### src/rtl/uart_frame_arb.sv
`timescale 1ns/1ps
// Round-robin arbiter that frames DIFF / LTH / CHK results onto a byte-wide UART TX core.
// Define FRAME_CSUM_EN to append an XOR checksum byte (TYPE ^ payload) to every frame.
module uart_frame_arb #(
    parameter logic [7:0] HDR0    = 8'hAA,
    parameter logic [7:0] HDR1    = 8'h55,
    parameter int         GAP_CYC = 4
) (
    input  logic        clk,
    input  logic        rst_n,
    input  logic        diff_doe,
    input  logic [15:0] diff_dat,
    input  logic        lth_doe,
    input  logic [54:0] lth_dat,
    input  logic        chk_doe,
    input  logic [63:0] chk_dat,
    input  logic        tx_rdy,
    output logic        tx_wen,
    output logic [7:0]  tx_dat,
    output logic        busy,
    output logic [2:0]  gnt,
    output logic [7:0]  ovf_cnt
);
    localparam int GW = $clog2(GAP_CYC + 1);

    typedef enum logic [2:0] {S_IDLE, S_GRANT, S_SEND, S_WAIT, S_GAP} state_t;
    state_t state, state_nxt;

    logic [15:0]   diff_hold;
    logic [54:0]   lth_hold;
    logic [63:0]   chk_hold;
    logic [2:0]    pend, doe, win, ovf_hit;
    logic [1:0]    last;
    logic [95:0]   shreg, frame;
    logic [3:0]    byte_cnt, frame_len;
    logic [GW-1:0] gap_cnt;
    logic [1:0]    ovf_add;
    logic [8:0]    ovf_sum;

    assign doe = {chk_doe, lth_doe, diff_doe};

    // Search starts at the source after the one granted last.
    always_comb begin
        win = 3'b000;
        case (last)
            2'd0:    win = pend[1] ? 3'b010 : pend[2] ? 3'b100 : pend[0] ? 3'b001 : 3'b000;
            2'd1:    win = pend[2] ? 3'b100 : pend[0] ? 3'b001 : pend[1] ? 3'b010 : 3'b000;
            default: win = pend[0] ? 3'b001 : pend[1] ? 3'b010 : pend[2] ? 3'b100 : 3'b000;
        endcase
    end

    assign gnt     = (state == S_GRANT) ? win : 3'b000;
    assign ovf_hit = doe & pend & ~gnt;
    assign ovf_add = {1'b0, ovf_hit[0]} + {1'b0, ovf_hit[1]} + {1'b0, ovf_hit[2]};
    assign ovf_sum = {1'b0, ovf_cnt} + {7'b0, ovf_add};

`ifdef FRAME_CSUM_EN
    function automatic logic [7:0] xor_bytes(input logic [63:0] v);
        logic [7:0] acc;
        acc = 8'h00;
        for (int i = 0; i < 8; i++) acc ^= v[i*8 +: 8];
        return acc;
    endfunction
`endif

    // Frame image is left-justified so bytes leave from the top of the shift register.
    always_comb begin
        frame     = '0;
        frame_len = 4'd0;
        if (win[0]) begin
`ifdef FRAME_CSUM_EN
            frame     = {HDR0, HDR1, 8'h01, diff_hold, xor_bytes({48'b0, diff_hold}) ^ 8'h01, 48'b0};
            frame_len = 4'd6;
`else
            frame     = {HDR0, HDR1, 8'h01, diff_hold, 56'b0};
            frame_len = 4'd5;
`endif
        end else if (win[1]) begin
`ifdef FRAME_CSUM_EN
            frame     = {HDR0, HDR1, 8'h02, 1'b0, lth_hold, xor_bytes({9'b0, lth_hold}) ^ 8'h02, 8'b0};
            frame_len = 4'd11;
`else
            frame     = {HDR0, HDR1, 8'h02, 1'b0, lth_hold, 16'b0};
            frame_len = 4'd10;
`endif
        end else if (win[2]) begin
`ifdef FRAME_CSUM_EN
            frame     = {HDR0, HDR1, 8'h03, chk_hold, xor_bytes(chk_hold) ^ 8'h03};
            frame_len = 4'd12;
`else
            frame     = {HDR0, HDR1, 8'h03, chk_hold, 8'b0};
            frame_len = 4'd11;
`endif
        end
    end

    always_ff @(posedge clk or negedge rst_n) begin
        if (!rst_n) state <= S_IDLE;
        else        state <= state_nxt;
    end

    always_comb begin
        state_nxt = state;
        tx_wen    = 1'b0;
        case (state)
            S_IDLE:  if (|pend) state_nxt = S_GRANT;
            S_GRANT: state_nxt = S_SEND;
            S_SEND: begin
                if (tx_rdy) begin
                    tx_wen    = 1'b1;
                    state_nxt = S_WAIT;
                end
            end
            S_WAIT:  state_nxt = (byte_cnt == 4'd0) ? S_GAP : S_SEND;
            S_GAP:   if (gap_cnt == '0) state_nxt = S_IDLE;
            default: state_nxt = S_IDLE;
        endcase
    end

    assign tx_dat = tx_wen ? shreg[95:88] : 8'h00;
    assign busy   = (state != S_IDLE);

    always_ff @(posedge clk or negedge rst_n) begin
        if (!rst_n) begin
            diff_hold <= '0;
            lth_hold  <= '0;
            chk_hold  <= '0;
            pend      <= '0;
            last      <= 2'd2;
            ovf_cnt   <= '0;
            shreg     <= '0;
            byte_cnt  <= '0;
            gap_cnt   <= '0;
        end else begin
            if (diff_doe) diff_hold <= diff_dat;
            if (lth_doe)  lth_hold  <= lth_dat;
            if (chk_doe)  chk_hold  <= chk_dat;
            // A strobe on the source being granted re-arms its pend flag with the new data.
            pend    <= (pend & ~gnt) | doe;
            ovf_cnt <= ovf_sum[8] ? 8'hFF : ovf_sum[7:0];
            if (state == S_GRANT) begin
                shreg    <= frame;
                byte_cnt <= frame_len;
                last     <= win[2] ? 2'd2 : (win[1] ? 2'd1 : 2'd0);
            end
            if (tx_wen) begin
                shreg    <= shreg << 8;
                byte_cnt <= byte_cnt - 4'd1;
            end
            if (state == S_WAIT && byte_cnt == 4'd0) gap_cnt <= GW'(GAP_CYC - 1);
            else if (state == S_GAP && gap_cnt != '0) gap_cnt <= gap_cnt - 1'b1;
        end
    end
endmodule
### config.mk
export PLATFORM = sky130hd
export DESIGN_NAME = uart_frame_arb
export DESIGN_NICKNAME = d
export VERILOG_FILES = /design/src/rtl/uart_frame_arb.sv
export SDC_FILE = /design/constraint.sdc
export NUM_CORES = 1
export LEC_CHECK = 0
export ABC_AREA = 1
export BUFFER_PORTS_ARGS = -buffer_cell sky130_fd_sc_hd__buf_2
export CAP_MARGIN = 30
export CORE_UTILIZATION = 38
export DETAILED_ROUTE_END_ITERATION = 10
export GPL_TIMING_DRIVEN = 0
export SLEW_MARGIN = 20
export SYNTH_ARGS = -nofsm -noshare
export SYNTH_HDL_FRONTEND = slang
export SYNTH_SLANG_ARGS = --single-unit
### constraint.sdc
create_clock -name clk -period 5.1 [get_ports clk]
set_input_delay 0.51 -clock clk [delete_from_list [all_inputs] [get_ports clk]]
set_output_delay 0.51 -clock clk [all_outputs]
set_load 0.005 [all_outputs]
Word level (Yosys, flattened, before mapping)
Index checks and enable logic that the tools add are counted.

storage, ports and cells
  register bits = 254
  output and inout port bits = 21

cells by class
  muxes and demuxes = 34
  bitwise operators = 5
  equal/unequal tests = 8
  add/subtract/negate cells = 5
  reduce and logical (&&, ||, !) cells = 12

operator list
  kind                                                                 number
  96-bit two-way mux                                                   5
  3-bit two-way mux                                                    13
  4-bit two-way mux                                                    5
  8-bit two-way mux                                                    2
  3-bit case mux with 5 select lines                                   1
  8-bit by 2-bit adder with 9-bit output                               1
  3-bit bitwise AND                                                    3
  3-bit by 2-bit == test with 1-bit output (second input constant)     2
  3-bit logical NOT                                                    2
  2-bit two-way mux                                                    3
  2-bit != test (second input constant)                                3
  3-bit case mux with 2 select lines                                   1
  3-bit nonzero test                                                   2
  4-bit logical NOT                                                    1
  1-bit two-way mux                                                    4
  2-bit nonzero test                                                   2
  4-bit by 1-bit subtractor with 4-bit output (second input constant)  1
  3-bit by 1-bit == test with 1-bit output (second input constant)     1
  3-bit == test (second input constant)                                1
  3-bit inverter                                                       1
  3-bit OR                                                             1
  3-bit AND reduction                                                  1
  3-bit OR reduction                                                   1
  3-bit by 1-bit subtractor with 3-bit output (second input constant)  1
  5 further kinds                                                      6

Logic depth before layout (Yosys ltp)
  word-level depth = 11
  mapped depth = 18

Least setup slack after synthesis
OpenSTA, ideal clock, no wires.

  path type = input to register
  from = in chk_doe
  to = reg ovf_cnt[2]
  path slack = 2.079 ns
  library setup time = 0.135 ns
  arrival = 2.885 ns
  data required time = 4.965 ns
  stages on the path = 12
  cell sequence = buf_2 > clkbuf_1 > clkbuf_1 > nand3_1 > fa_1 > inv_1 > ha_1 > fa_1 > nand2_1 > nor3_1 > nand3_1 > o21ai_0

between the ends
  word-level cells in the longest chain between the ends = 5

RTL lines
  element                                 RTL line  text
  from (decl)                             15        input logic chk_doe,
  3-bit bitwise AND (2 in a row)          53        assign ovf_hit = doe & pend & ~gnt;
  2-bit by 1-bit adder with 2-bit output  54        assign ovf_add = {1'b0, ovf_hit[0]} + {1'b0, ovf_hit[1]} + {1'b0, ovf_hit[2]};
  8-bit by 2-bit adder with 9-bit output  55        assign ovf_sum = {1'b0, ovf_cnt} + {7'b0, ovf_add};
  8-bit two-way mux                       140       ovf_cnt <= ovf_sum[8] ? 8'hFF : ovf_sum[7:0];
  to (signal assigned)                    140
  to (decl)                               22        output logic [7:0] ovf_cnt

Every way passes these cells.
A chain may end at the register's enable or synchronous reset.

Worst setup path in the final report
Ends and elaborated chain as after synthesis.

==> parameters.txt <==
Parameter                              Value

Route
  Number of detailed-route iterations in the first pass ... 5
  Routed Antenna Nets ... 0
  Via count of the routed design ... around 9,000
  Per-cell routed wire length ... roughly 15 um
  Total DRC errors in the routed layout ... 0
  Vias per cell ... 4.72
  Violation count after the first detailed-route iteration ... just over 600
  Final Routed Wirelength ... just under 30 mm

Setup path
  Critical path type ... input pin to register
  Worst path arrival time ... roughly 3.9 ns
  Critical Path RT ... ~5.5 ns
  CP Capture Type ... register
  CP Max Fanout ... 10
  Critical path startpoint category ... input pin

Die
  Die boundary height ... roughly 170 um
  Floorplan row count ... a little over 60
  I/O pins ... approximately 160
  Core Footprint ... between 0.02 and 0.03 mm2
  Die width ... 173 um
  Initial cell density of the core ... between 30% and 40%
  Floorplan die area ... approximately 0.03 mm2

STA
  Worst rel slew slack ... a little under half
  Post-route clock period utilization ... roughly two thirds
  Setup Viol. Count Final ... 0
  Final-report max-slew violation count ... 0
  Period minus WS final ... roughly 3.5 ns
  Worst hold slack across all endpoints ... approximately 0.18 ns
  Largest clock skew in the final design ... 0.0123 ns
  Highest attainable clock frequency ... about 290 MHz
  Count of endpoints failing hold in the final timing report ... 0
  Setup repair after global routing missed its margin ... false
  Setup tns final ... 0 ns
  Actual transition at the worst max-transition pin ... about 0.80 ns

CTS
  Latest clock arrival within the worst-skew pair ... ~0.53 ns
  Number of CTS-inserted buffers ... 27
  Number of buffers inserted by post-CTS setup repair ... 0
  Max Root-Sink Buffers ... 3
  CTS clock-pin slew for the worst setup and hold paths ... approximately 0.06 ns
  Hold buffer count at cts ... 1
  Post-cts gate resize count ... 0
  CTS tree ... yes
  Number of H-tree branching levels ... 1
  Clock net sink count ... ~250
  Root buffer cell ... clkbuf_16

Flow run
  Max-cap violations ... 0

Global route
  Final global-route overflow total ... 0
  Number of antenna violations at the first check in global routing ... 1
  Global-route usage over all layers ... 19.8%
  Pin count of the biggest net entering global routing ... 88
  Number of global-route vias before repair ... approximately 9,100
  Wire length of the first global-routing pass ... 47.3 mm

Layout
  Layout net count ... 1,660
  Fraction of final layout cells with drive strength greater than 1 ... approximately 18%
  Fillcell total ... between 2,000 and 3,000
  Final design instance area without fill ... between 0.01 and 0.015 mm2
  Area growth syn-to-layout ... 20.0%
  Final antenna diode count ... 0

Status
  Result of the run ... complete, no violations

Synth
  Mean Syn Cell Area ... around 8.4 um2
  Net Count, Synth ... between 1,000 and 1,500
  Register area share after synthesis ... about 56%
  Count of mapped cells out of synthesis ... 1,319
  Area of the mapped netlist ... between 0.01 and 0.015 mm2
  Number of distinct library cells after synthesis ... 31
  Number of warnings reported in the yosys synthesis log ... 0
  #FFs+latches synth ... about 250

Place
  Count of port buffers added during placement ... 160
  Total placed instance area ... 0.0124 mm2
  RD Place Congestion ... ~0.83
  Post-DP HPWL ... ~21 mm

Power and ir drop
  Static leakage ... slightly below 7 nW
  Power per Cell Area ... between 500 and 600 mW/mm2
  Highest ir drop seen on vdd ... about 250 uV

Worst hold path
  Type of the worst min-delay path ... input pin to register
[worst max-delay path, stage by stage]
cell and delay [ns]:
buf_2 0.18, clkbuf_1 0.63, clkbuf_1 0.50, nand3_1 0.28, fa_1 0.55, inv_1 0.04
ha_1 0.22, fa_1 0.39, nand2_1 0.14, nor3_1 0.09, nand3_1 0.22, o21ai_0 0.13
[cell usage after synthesis]
| master | count | area, um2 |
|---|---|---|
| nor2_4 | 1 | 11.3 |
| nand3_2 | 2 | 20.0 |
| nand2_1 | 434 | 1630 |
| o21ai_1 | 4 | 20.0 |
| inv_1 | 229 | 860 |
| buf_6 | 3 | 33.8 |
| buf_4 | 3 | 22.5 |
| dfstp_2 | 1 | 26.3 |
| o21ai_0 | 126 | 631 |
| nor4_1 | 1 | 6.26 |
| nor3_1 | 3 | 15.0 |
| buf_1 | 6 | 22.5 |
| o22ai_1 | 71 | 444 |
| xor2_1 | 2 | 17.5 |
| nor2_2 | 1 | 6.26 |
| nand2_2 | 3 | 18.8 |
| o21ai_4 | 1 | 16.3 |
| inv_2 | 5 | 18.8 |
| nand4_1 | 28 | 175 |
| dfrtp_1 | 245 | 6130 |
| nand3_1 | 26 | 130 |
| o221ai_1 | 7 | 61.3 |
| o211ai_1 | 3 | 22.5 |
| fa_1 | 2 | 40.0 |
| nor2_1 | 19 | 71.3 |
| o21bai_1 | 3 | 22.5 |
| mux2_2 | 25 | 282 |
| clkbuf_1 | 35 | 131 |
| clkbuf_4 | 3 | 22.5 |
| buf_2 | 21 | 105 |
| ha_1 | 6 | 75.1 |
[cells in the final DEF (no fill, tap or decap), types with 2 or more instances in the layout]
cell type / Yosys / routed
clkbuf_8: 0 / 5
clkbuf_4: 3 / 3
buf_1: 6 / 6
clkbuf_1: 35 / 45
nor2_1: 19 / 19
inv_1: 229 / 229
dfrtp_1: 245 / 245
nand2_1: 434 / 434
o22ai_1: 71 / 71
clkinv_2: 0 / 3
mux2_2: 25 / 25
o21ai_1: 4 / 4
nand2_2: 3 / 3
fa_1: 2 / 2
buf_6: 3 / 3
ha_1: 6 / 6
buf_2: 21 / 180
o21bai_1: 3 / 3
bufinv_16: 0 / 2
xor2_1: 2 / 2
nand3_1: 26 / 26
nand4_1: 28 / 28
o21ai_0: 126 / 126
buf_16: 0 / 2
buf_4: 3 / 3
inv_2: 5 / 5
nor3_1: 3 / 3
clkbuf_16: 0 / 27
o221ai_1: 7 / 7
nand3_2: 2 / 2
o211ai_1: 3 / 3
[report_power, final]
group / switching (W) / leakage [nW] / internal (W)
logic: 0.00151 / 3.49 / 0.000789
registers: 0.000173 / 3.05 / 0.00239
clock network: 0.000768 / 0.421 / 0.00115
[kinds of logic (layout without fill, tap and decap cells)]
family                   after synthesis  in the layout  share of synthesized area (%)
buffers and inverters                305            516                           11.0
flip-flops                           246            246                           55.5
adder cells (fa/ha/maj)                8              8                           1.04
multiplexers                          25             25                           2.54
AO/OA/AOI/OAI                        215            215                           11.0
AND/OR/NAND/NOR                      518            518                           18.8
XOR/XNOR                               2              2                          0.158
[worst paths after layout]
check	start	end	slack [ns]	cells past startpoint
max reg2reg	last[1]$_DFFE_PN1N_	ovf_cnt[5]$_DFF_PN0_	1.68	15
min in group asynchronous	rst_n	diff_hold[9]$_DFFE_PN0P_	0.58	2
max	chk_doe	ovf_cnt[2]$_DFF_PN0_	1.60	12
min reg2reg	lth_hold[8]$_DFFE_PN0P_	lth_hold[8]$_DFFE_PN0P_	0.47	2
max in group asynchronous	rst_n	chk_hold[34]$_DFFE_PN0P_	3.67	3
min	lth_dat[18]	lth_hold[18]$_DFFE_PN0P_	0.18	3
[final cells by class]
type                       count  area [um2]  area share, %
buffer                        71         338           2.54
clock buffer                  42         782           5.88
clock inverter                 6        82.6          0.620
inverter                     234         878           6.60
multi-input combinational    768        3710           27.9
sequential                   246        6160           46.3
tap                          384         480           3.61
timing repair buffer         163         876           6.58
[state kept, by name, indices dropped and copies added (netlist names)]
name,cells
lth_hold,55
ovf_cnt,8
chk_hold,64
byte_cnt,4
pend,3
last,2
diff_hold,16
gap_cnt,3
shreg,88
state,3
[layer usage]
layer	global-route usage, %	vias up	share of wire (%)
li1	-	4515	-
met1	27.6	4270	46
met2	31.7	211	46
met3	3.14	46	5.0
met4	6.31	0	2.6
met5	0	-	0
[per-stage QoR]
| stage | total power [W] | cells | worst slack, ns | utilization, % |
|---|---|---|---|---|
| 6_report | 0.00677 | 1914 | 1.60 | 46.4 |
| 5_1_grt | 0.00724 | 1914 | 1.26 | 46.4 |
| 4_1_cts | 0.00681 | 1914 | 1.56 | 46.4 |
| 3_5_place_dp | 0.00487 | 1865 | 0.983 | 43.3 |
| 3_3_place_gp | 0.00482 | 1863 | -1.03 | 43.1 |
| 2_1_floorplan | 0.00414 | 1319 | 2.08 | - |
Power figures use the tool's default switching activity.
